[src/rtl/counter_seq_ctrl.sv]
// Sequencing controller for an external counter datapath: start/pause/resume/clear,
// prescaled count enables and terminal-count handling in one-shot or periodic mode.
module counter_seq_ctrl #(
    parameter int unsigned W = 8
) (
    input  logic         clk,
    input  logic         reset,
    input  logic         start,
    input  logic         stop,
    input  logic         clear,
    input  logic         mode,
    input  logic [W-1:0] presc,
    input  logic [W-1:0] limit,
    input  logic [W-1:0] cnt_q,
    output logic         cnt_en,
    output logic         cnt_clr,
    output logic         busy,
    output logic         done,
    output logic [1:0]   state
);

    localparam logic [1:0] ST_IDLE  = 2'b00;
    localparam logic [1:0] ST_RUN   = 2'b01;
    localparam logic [1:0] ST_PAUSE = 2'b10;
    localparam logic [1:0] ST_DONE  = 2'b11;

    logic [1:0]   state_q, state_d;
    logic [W-1:0] pc_q, pc_d;
    logic         terminal_c;
    logic         en_c, clr_c, done_c;

    // State and prescale registers
    always_ff @(posedge clk or negedge reset) begin
        if (!reset) begin
            state_q <= ST_IDLE;
            pc_q    <= '0;
        end else begin
            state_q <= state_d;
            pc_q    <= pc_d;
        end
    end

    assign terminal_c = (state_q == ST_RUN) && (cnt_q == limit);

    // Next state, prescale update and Mealy strobes; priority clear > terminal > stop > start
    always_comb begin
        state_d = state_q;
        pc_d    = pc_q;
        en_c    = 1'b0;
        clr_c   = 1'b0;
        done_c  = 1'b0;
        if (clear) begin
            clr_c   = 1'b1;
            pc_d    = '0;
            state_d = ST_IDLE;
        end else begin
            case (state_q)
                ST_IDLE: begin
                    if (start) begin
                        clr_c   = 1'b1;
                        pc_d    = '0;
                        state_d = ST_RUN;
                    end
                end
                ST_RUN: begin
                    if (terminal_c) begin
                        done_c = 1'b1;
                        if (mode) begin
                            clr_c = 1'b1;
                            pc_d  = '0;
                        end else begin
                            state_d = ST_DONE;
                        end
                    end else if (stop) begin
                        state_d = ST_PAUSE;
                    end else if (pc_q >= presc) begin
                        en_c = 1'b1;
                        pc_d = '0;
                    end else begin
                        pc_d = pc_q + W'(1);
                    end
                end
                ST_PAUSE: begin
                    // Resume keeps the partial prescale count
                    if (start) begin
                        state_d = ST_RUN;
                    end
                end
                ST_DONE: begin
                    if (start) begin
                        clr_c   = 1'b1;
                        pc_d    = '0;
                        state_d = ST_RUN;
                    end
                end
                default: begin
                    state_d = ST_IDLE;
                    pc_d    = '0;
                end
            endcase
        end
    end

    // Strobes are forced low while reset is held so the datapath is never touched by reset
    assign cnt_en  = en_c & reset;
    assign cnt_clr = clr_c & reset;
    assign done    = done_c & reset;
    assign busy    = (state_q == ST_RUN) || (state_q == ST_PAUSE);
    assign state   = state_q;

endmodule

[config.mk]
export PLATFORM = sky130hd
export DESIGN_NAME = counter_seq_ctrl
export DESIGN_NICKNAME = d
export VERILOG_FILES = /design/src/rtl/counter_seq_ctrl.sv
export SDC_FILE = /design/constraint.sdc
export NUM_CORES = 1
export LEC_CHECK = 0
export ABC_AREA = 1
export CORE_MARGIN = 2
export CORE_UTILIZATION = 51
export CTS_BUF_LIST = sky130_fd_sc_hd__clkbuf_4 sky130_fd_sc_hd__clkbuf_8
export CTS_CLUSTER_DIAMETER = 40
export DETAILED_ROUTE_END_ITERATION = 8
export GPL_TIMING_DRIVEN = 0
export PLACE_DENSITY = 0.92
export SLEW_MARGIN = 40
export SYNTH_ARGS = -nofsm -noshare
export SYNTH_HDL_FRONTEND = slang
export SYNTH_SLANG_ARGS = --single-unit
[constraint.sdc]
create_clock -name clk -period 3.9 [get_ports clk]
set_clock_uncertainty 0.2 [all_clocks]
set_input_delay 0.39 -clock clk [delete_from_list [all_inputs] [get_ports clk]]
set_output_delay 0.39 -clock clk [all_outputs]
set_load 0.05 [all_outputs]
==> results of run 1 <==
==> flip-flops by register name (all words and copies together), names as in the netlist <==
name,count
pc_q,8
state,2
==> area by class of cell <==
cell class / count / area [um^2] / share of cell area, %
multi-input cells: 141 / 774 / 49.1
plain buffers: 1 / 11.3 / 0.714
clock buffers: 4 / 36.3 / 2.30
repair buffers: 35 / 350 / 22.2
well taps: 28 / 35.0 / 2.22
flip-flops and latches: 10 / 250 / 15.9
inverters: 32 / 120 / 7.61
==> critical path: stages <==
cell and delay [ns]:
clkdlybuf4s50_1 0.45, inv_1 0.04, ha_1 0.29, nand2_1 0.08
nor2_1 0.15, nand4_1 0.10, nand3_1 0.17, inv_1 0.10
nor3_1 0.20, clkdlybuf4s50_1 0.83
==> kinds of logic (layout without fill, tap and decap cells) <==
logic type,count (synthesis),count (layout),share of synthesized area (%)
AOI/OAI and AO/OA,11,11,5.63
xor gates and xnor gates,14,14,10.6
adders and majority gates,12,12,13.0
buffers and inverters,33,72,11.4
DFF,10,10,21.6
and+or+nand+nor,104,104,37.8
==> power breakdown <==
part           internal, mW  leakage [nW]  switching (mW)  total (mW)
registers             0.117         0.137          0.0173       0.134
clock network        0.0569        0.0210          0.0400      0.0969
logic                 0.107         0.647           0.161       0.267
==> final timing paths <==
kind                       endpoint  cells past startpoint  slack [ns]
setup / recovery             cnt_en                     10        0.51
hold / removal              pc_q[0]                      1        0.23
setup reg to reg            pc_q[0]                     10        1.92
hold reg to reg             pc_q[7]                      2        0.35
max in group asynchronous  state[1]                      1        2.94
min in group clk            pc_q[7]                      2        0.35
==> per-stage QoR <==
stage | cell area [um^2] | hold slack [ns] | std cells | util, % | setup WS [ns]
after floorplan | 1160 | -0.106 | 184 | - | 1.03
after CTS | 1580 | 0.260 | 251 | 72.7 | 0.510
final | 1580 | 0.234 | 251 | 72.7 | 0.515
after global placement | 1540 | 0.316 | 247 | 71.0 | 0.543
after global routing | 1580 | 0.292 | 251 | 72.7 | 0.321
after detailed placement | 1540 | 0.332 | 247 | 71.0 | 0.550
==> cell usage after synthesis, drive strengths merged <==
library cell	n
nand2	55
a21oi	3
nand3b	1
a21o	1
inv	32
nand3	12
nor3	2
dfrtp	10
o21ai	7
xor2	7
buf	1
nor2	27
nand4	7
ha	12
xnor2	7
==> routing by layer <==
layer | wire length [um] | up-vias
met5 | 0 | -
met4 | 62 | 0
met3 | 133 | 5
met2 | 1180 | 38
met1 | 1020 | 530
li1 | - | 652
==> results.cfg, run 1 <==
[clocking]
cts_resized = 0
path_clk_slew_ns = 0.07
post_cts_buffers = 0
ctsHoldBuffers = 0
cts_max_level = 1
root_buffer = clkbuf_4
cts_tree = done
clockBufferDepth = 2
numCtsBuffers = 3
clkLatencyLatePin_ns = 0.28
cts.sinks = 10

[floorplanning]
io-pin-count = 36
die_area_mm2 = 0.00266
dieHeight_um = 51.6
die_x_um = 51.6
core_area_mm2 = 0.00217
std_cell_rows = 17
start_util_pct = 53.3

[sta]
worst_pin_slew_ns = 0.494
post-route-min-period_ns = 3.39
max_slew_margin_pct = 67.0
period_share_pct = 86.8
rsz0062_at_grt = no
clock.fmax_mhz = 295
finalSetupTns_ns = 0
finalMaxSlewViolations = 0
setup_viol = 0
finalHoldViolCount = 0

[global_route]
grt-ovfl-total = 0
antenna_found_initial = 0
grt_busiest_layer = met2
grt_use_met1_pct = 23.3
grt_util_met2_pct = 37.2
grt_pass1_wl_um = 4200
met3_usage_pct = 2.59
grt_usage_pct = 20.7
grt_pass1_vias = 1082
grt_max_degree = 12

[yosys]
synth.area.top_cells = dfrtp_1 (22%), nand2_1 (18%), ha_1 (13%)
ys_seq_area_share_pct = 21.6
avgSynthCellArea_um2 = 6.28
syn_inst = 184
synth_top_area_share_pct = 21.6
syn_nets = 226
synth-seq-cells = 10
synthesis.area_mm2 = 0.00116
yosys.cell_types.count = 19
ys.warnings.count = 0
synth_area_leader_cell = dfrtp_1

[routing]
firstDrtPassIters = 4
vias = 1225
wl_per_cell_um = 9.55
ant_nets = 0
via_per_inst = 4.88
dr.first_iter.drc_count = 40
drcViolationCount = 0
wl_um = 2400

[setup_path]
required_ns = 3.31
regToRegStartpoint = pc_q[5]
cp-start-kind = input pin
critPathLaunch = presc[7]
crit_type = input pin to output port
cp-end-kind = output port
worstPathMaxFanout = 4
cp.arrival_ns = 2.80

[final_layout]
fillers = 201
drive_above_1_share_pct = 4.48
nets = 266
mostFrequentLayoutCell = nand2_1
layout_common_cells = nand2_1 (55), clkdlybuf4s50_1 (35), inv_1 (31)
areaGrowthSynthToFinish_pct = 36.5
antenna_cells = 0

[placed_design]
dp_hpwl_um = 1970
port-buffer-count = 35
place_congestion = 0.831

[status]
status = finished, final reports clean

[power]
p_leak_nw = 0.805
power_mw = 0.498
p_per_area_mw_per_mm2 = 316
peakVddDrop_uv = 274

[run]
maxCapViolCount = 0

[worst_hold_path]
min_path_type = input pin to asynchronous set/reset pin
(Power assumes the default switching activity.)
==> run 2, diff against run 1 <==
--- a/config.mk
+++ b/config.mk
@@ -9,7 +9,7 @@
 export CORE_MARGIN = 2
 export CORE_UTILIZATION = 51
 export CTS_BUF_LIST = sky130_fd_sc_hd__clkbuf_4 sky130_fd_sc_hd__clkbuf_8
-export CTS_CLUSTER_DIAMETER = 40
+export CTS_CLUSTER_DIAMETER = 60
 export DETAILED_ROUTE_END_ITERATION = 8
 export GPL_TIMING_DRIVEN = 0
 export PLACE_DENSITY = 0.92
==> results of run 2 <==
Final layout, timing and power as in run 1 (identical DEF).
==> run 3, diff against run 2 <==
--- a/config.mk
+++ b/config.mk
@@ -11,6 +11,7 @@
 export CTS_BUF_LIST = sky130_fd_sc_hd__clkbuf_4 sky130_fd_sc_hd__clkbuf_8
 export CTS_CLUSTER_DIAMETER = 60
 export DETAILED_ROUTE_END_ITERATION = 8
+export GPL_ROUTABILITY_DRIVEN = 1
 export GPL_TIMING_DRIVEN = 0
 export PLACE_DENSITY = 0.92
 export SLEW_MARGIN = 40
==> constraint.sdc (replaced) <==
create_clock -name clk -period 4.3 [get_ports clk]
set_clock_uncertainty 0.2 [all_clocks]
set_input_delay 0.43 -clock clk [delete_from_list [all_inputs] [get_ports clk]]
set_output_delay 0.43 -clock clk [all_outputs]
set_load 0.05 [all_outputs]
==> results of run 3 <==
The final DEF is identical to that of run 1. Status: finished, final reports clean.
Main changes from that run: setup slack after placement 0.550 ns -> 0.870 ns; setup slack after layout 0.515 ns -> 0.835 ns; hold slack 0.234 ns -> 0.274 ns; register-to-register setup slack 1.92 ns -> 2.32 ns; total power 0.498 mW -> 0.452 mW; worst IR drop on VDD 274 uV -> 249 uV
